[config.mk]
export PLATFORM = sky130hd
export DESIGN_NAME = cv32e40p_cg_ctrl
export DESIGN_NICKNAME = d
export VERILOG_FILES = /design/src/rtl/cv32e40p_cg_pkg.sv /design/src/rtl/cv32e40p_cg_ctrl_stats.sv /design/src/rtl/cv32e40p_cg_ctrl.sv
export SDC_FILE = /design/constraint.sdc
export NUM_CORES = 1
export LEC_CHECK = 0
export ABC_AREA = 1
export CORE_MARGIN = 2
export CORE_UTILIZATION = 30
export CTS_BUF_LIST = sky130_fd_sc_hd__clkbuf_8
export DETAILED_ROUTE_END_ITERATION = 7
export GPL_TIMING_DRIVEN = 0
export PLACE_DENSITY = 0.77
export SYNTH_ARGS = -nofsm -noshare
export SYNTH_HDL_FRONTEND = slang
export SYNTH_HIERARCHICAL = 1
export SYNTH_SLANG_ARGS = --single-unit
[constraint.sdc]
create_clock -name clk_i -period 1.5 [get_ports clk_i]
set_clock_uncertainty 0.2 [all_clocks]
set_input_delay 0.375 -clock clk_i [delete_from_list [all_inputs] [get_ports clk_i]]
set_output_delay 0.375 -clock clk_i [all_outputs]
set_load 0.01 [all_outputs]
[src/rtl/cv32e40p_cg_pkg.sv]
// cv32e40p_cg_pkg: shared state encoding and defaults for the clock-gate sequencer.
package cv32e40p_cg_pkg;

    typedef enum logic [1:0] {CG_RUN, CG_IDLE_WAIT, CG_GATED, CG_WAKE} cg_state_e;

    localparam int CG_IDLE_CYCLES_DEFAULT = 8;
    localparam int CG_WAKE_CYCLES_DEFAULT = 2;

    function automatic int cg_cnt_width(input int idle, input int wake);
        int m;
        m = (idle > wake) ? idle : wake;
        return (m > 0) ? $clog2(m + 1) : 1;
    endfunction

endpackage

[src/rtl/cv32e40p_cg_ctrl_stats.sv]
// cv32e40p_cg_ctrl_stats: saturating gated-cycle and gate-event counters.
module cv32e40p_cg_ctrl_stats (
    input  logic        clk,
    input  logic        rst,
    input  logic        gated,
    input  logic        gate_event,
    output logic [31:0] gated_cycles,
    output logic [15:0] gate_events
);

    always_ff @(posedge clk) begin
        if (rst) begin
            gated_cycles <= '0;
            gate_events  <= '0;
        end else begin
            if (gated && gated_cycles != '1)
                gated_cycles <= gated_cycles + 32'd1;
            if (gate_event && gate_events != '1)
                gate_events <= gate_events + 16'd1;
        end
    end

endmodule

[src/rtl/cv32e40p_cg_ctrl.sv]
// cv32e40p_cg_ctrl: idle-hysteresis / wake-latency sequencer for the core clock gate enable.
// Statistics counters are built only when CV32E40P_CG_CTRL_STATS_EN is defined.
module cv32e40p_cg_ctrl
    import cv32e40p_cg_pkg::*;
#(
    parameter int N_REQ       = 4,
    parameter int IDLE_CYCLES = CG_IDLE_CYCLES_DEFAULT,
    parameter int WAKE_CYCLES = CG_WAKE_CYCLES_DEFAULT
) (
    input  logic             clk_i,
    input  logic             rst_i,
    input  logic [N_REQ-1:0] req_i,
    input  logic             force_en_i,
    input  logic             scan_cg_en_i,
    output logic             en_o,
    output logic             ready_o,
    output logic             gated_o,
    output logic [31:0]      gated_cycles_o,
    output logic [15:0]      gate_events_o
);

    localparam int CW = cg_cnt_width(IDLE_CYCLES, WAKE_CYCLES);
    localparam logic [CW-1:0] IDLE_LOAD = CW'((IDLE_CYCLES > 0) ? IDLE_CYCLES - 1 : 0);
    localparam logic [CW-1:0] WAKE_LOAD = CW'((WAKE_CYCLES > 0) ? WAKE_CYCLES - 1 : 0);

    cg_state_e     state_q, state_d;
    logic [CW-1:0] cnt_q, cnt_d;
    logic          en_q, ready_q, gated_q;
    logic          any_req;

    assign any_req = (|req_i) | force_en_i;
    assign en_o    = en_q | scan_cg_en_i;
    assign ready_o = ready_q;
    assign gated_o = gated_q;

    always_comb begin
        state_d = state_q;
        cnt_d   = cnt_q;
        case (state_q)
            CG_RUN: if (!any_req) begin
                state_d = (IDLE_CYCLES > 0) ? CG_IDLE_WAIT : CG_GATED;
                cnt_d   = IDLE_LOAD;
            end
            CG_IDLE_WAIT: begin
                // a request beats a simultaneous expiry
                if (any_req)
                    state_d = CG_RUN;
                else if (cnt_q == '0)
                    state_d = CG_GATED;
                else
                    cnt_d = cnt_q - CW'(1);
            end
            CG_GATED: if (any_req) begin
                state_d = (WAKE_CYCLES > 0) ? CG_WAKE : CG_RUN;
                cnt_d   = WAKE_LOAD;
            end
            CG_WAKE: begin
                if (cnt_q == '0)
                    state_d = CG_RUN;
                else
                    cnt_d = cnt_q - CW'(1);
            end
            default: state_d = CG_RUN;
        endcase
    end

    always_ff @(posedge clk_i) begin
        if (rst_i) begin
            state_q <= CG_RUN;
            cnt_q   <= '0;
            en_q    <= 1'b1;
            ready_q <= 1'b1;
            gated_q <= 1'b0;
        end else begin
            state_q <= state_d;
            cnt_q   <= cnt_d;
            en_q    <= state_d != CG_GATED;
            ready_q <= state_d == CG_RUN || state_d == CG_IDLE_WAIT;
            gated_q <= state_d == CG_GATED;
        end
    end

`ifdef CV32E40P_CG_CTRL_STATS_EN
    cv32e40p_cg_ctrl_stats u_stats (
        .clk          (clk_i),
        .rst          (rst_i),
        .gated        (state_q == CG_GATED),
        .gate_event   (state_q != CG_GATED && state_d == CG_GATED),
        .gated_cycles (gated_cycles_o),
        .gate_events  (gate_events_o)
    );
`else
    assign gated_cycles_o = '0;
    assign gate_events_o  = '0;
`endif

endmodule

==> impl_metrics.yaml <==
status:
  status: "finished clean"
synthesis:
  synth-seq-cells: 9
  ys_seq_area_share_pct: 21.9
  syn_inst: 113
  netlist_area_um2: 825
  yosysUniqueCellTypes: 18
  yosysWarnings: 6
  avgSynthCellArea_um2: 7.30
cells_and_area:
  post-route-cell-area_mm2: 0.00123
  fin_cells: 207
  nets: 186
  drive_gt1_share_pct: 43.2
  antenna_cells: 0
  layout-area-overhead-vs-synth_pct: 49.3
cts:
  clkLatencyLatePin_ns: 0.23
  cts_tree: "done"
  root_buffer: "clkbuf_8"
  clkTransAtPathRegs_ns: 0.04
  clock-sinks: 9
  cts_made_buffers: 3
  cts_buffer_depth: 2
  htree_levels: 1
  ctsHoldBuffers: 0
worst_setup_path:
  path_buf_inv: 1
  crit_chain: "or2_4, buf_6"
  crit_cells: 2
  cp_slowest_cell: "dfxtp_1"
  rr_worst_depth: 9
  required_ns: 0.92
  cp-start-kind: "flop"
  critPathKind: "reg2out"
  cp_max_fo: 1
  endpoint_kind: "output port"
  worstPathArrival_ns: 0.88
  path_delay_family: "flip-flops"
  max_stage_delay_ns: 0.29
placement:
  dp.cells: 201
  dpl_cell_area_mm2: 0.00114
  port_buffers: 10
  routabilityCongestion: 0.746
  hpwlAfterDp_um: 1080
timing:
  finalSetupViolations: 0
  rsz0062_at_grt: "true"
  fin_tns_setup_ns: 0
  drv_slew: 0
  period_share_pct: 97.0
  max_clock_freq_mhz: 687
  period_needed_ns: 1.46
  hold_violations: 0
route:
  drtIter0Drc: 8
  viasPerCell: 3.36
  wirelength_um: 1290
  routedWlPerCell_um: 6.25
  drtAntennaViolNets: 0
  route.detailed.drc: 0
  dr.pass1.iters: 4
  num_vias: 695
power_and_ir_drop:
  power_density_mw_per_mm2: 575
  leakage_uw: 0.000712
  vdd_drop_max_v: 0.000630
grt:
  grt_start_max_net_pins: 8
  grt_pass1_vias: 473
  grt_pass1_wl_um: 1970
  antenna_found_initial: 0
  grt.overflow.total: 0
  grt_use_total_pct: 7.96
run:
  maxCapViolCount: 0
floorplan:
  pin_count: 59
  fp.dieW_um: 56.4
  die_area_mm2: 0.00318
  core_mm2: 0.00269
  rows: 19
  initial_core_util_pct: 30.7
  fp.dieH_um: 56.4
min_path:
  hp-class: "reg2reg"
  hold_depth: 2
routing by layer:
metal	routed length (um)	GRT usage (%)	vias to the layer above
li1	-	-	384
met1	488	8.58	273
met2	663	13.6	34
met3	110	1.38	4
met4	30	6.12	0
met5	0	0	-
stage by stage:
step / total power (uW) / hold slack (ns) / setup slack, ns / utilization [%]
after floorplan: 410 / 0.244 / 0.130 / -
after global placement: 433 / 0.265 / -0.599 / 42.4
after detailed placement: 433 / 0.275 / -0.596 / 42.4
after CTS: 706 / 0.283 / 0.00780 / 44.3
after global routing: 751 / 0.310 / -0.0293 / 45.8
final: 707 / 0.276 / 0.0450 / 45.8
cell type report:
cell class / count / area, um2
Fill cell: 266 / 1460
Multi-Input combinational cell: 93 / 458
Buffer: 48 / 360
Sequential cell: 9 / 183
Timing Repair Buffer: 12 / 109
Clock buffer: 3 / 41.3
Tap cell: 31 / 38.8
Inverter: 10 / 37.5
Clock inverter: 1 / 3.75
sequential cells by signal (all words and copies together) (netlist names):
| register | count |
|---|---|
| en_q | 1 |
| gated_o | 1 |
| state_q | 2 |
| ready_o | 1 |
| cnt_q | 4 |
cells in the mapped netlist:
cell type  instances  share of area (%)
ha_1               1                1.5
inv_2              4                1.8
o21ai_0            1               0.61
a21oi_1            5                3.0
nand4_2            1                1.5
or2_2              2                1.5
nor2_1             5                2.3
dfxtp_1            9                 22
nand3_2            1                1.2
nand4_1            2                1.5
nand2_2            2                1.5
buf_4             48                 44
nand2_1           15                6.8
inv_1              6                2.7
nand3_4            1                2.1
nor2_2             2                1.5
conb_1             1               0.45
nand3_1            7                4.2
report_power, final:
part / internal, uW / leakage, uW / switching (uW)
registers: 242 / 0.0000737 / 1.81
logic: 103 / 0.000611 / 90.4
clock network: 178 / 0.0000269 / 92.2
total: 523 / 0.000712 / 184
kinds of logic after synthesis:
kind of cell	count (synthesis)	share of synthesized area, %
compound gates	6	3.64
fa+ha+maj	1	1.52
buf+inv	58	48.3
flops	9	21.9
other cells	1	0.455
simple gates	38	24.3
what timing repair did:
| item | 4_1_cts | 5_1_grt |
|---|---|---|
| setup endpoints to repair | 7 | 7 |
| resized for setup | 16 | 9 |
| gates cloned | 0 | 0 |
| pin swaps | 7 | 4 |
| setup buffers | 0 | 2 |
| hold endpoints to repair | 0 | 0 |
path summary, 6_finish.rpt:
path	slack (ns)	start	to
worst max-delay path	0.04	en_q$_SDFF_PP1_	en_o
worst min register to register	0.28	cnt_q[1]$_SDFFE_PP0P_	cnt_q[1]$_SDFFE_PP0P_
worst min-delay path	0.28	cnt_q[1]$_SDFFE_PP0P_	cnt_q[1]$_SDFFE_PP0P_
worst max register to register	0.12	cnt_q[0]$_SDFFE_PP0P_	en_q$_SDFF_PP1_
tightest hold or removal path, cell delays in order (launching register included):
cell     delay [ns]
dfxtp_2        0.33
nand2_1        0.06
a21oi_1        0.05
placed cells by master (no fill, tap or decap), drive strengths merged:
cell type / Yosys / layout
a21oi: 5 / 5
buf: 48 / 51
clkbuf: 0 / 3
clkdlybuf4s15: 0 / 1
clkdlybuf4s50: 0 / 2
conb: 1 / 48
dfxtp: 9 / 9
dlygate4sd2: 0 / 6
ha: 1 / 1
inv: 10 / 11
nand2: 17 / 17
nand3: 9 / 9
nand4: 3 / 3
nor2: 7 / 7
o21ai: 1 / 1
or2: 2 / 2
(Power assumes the default switching activity.)
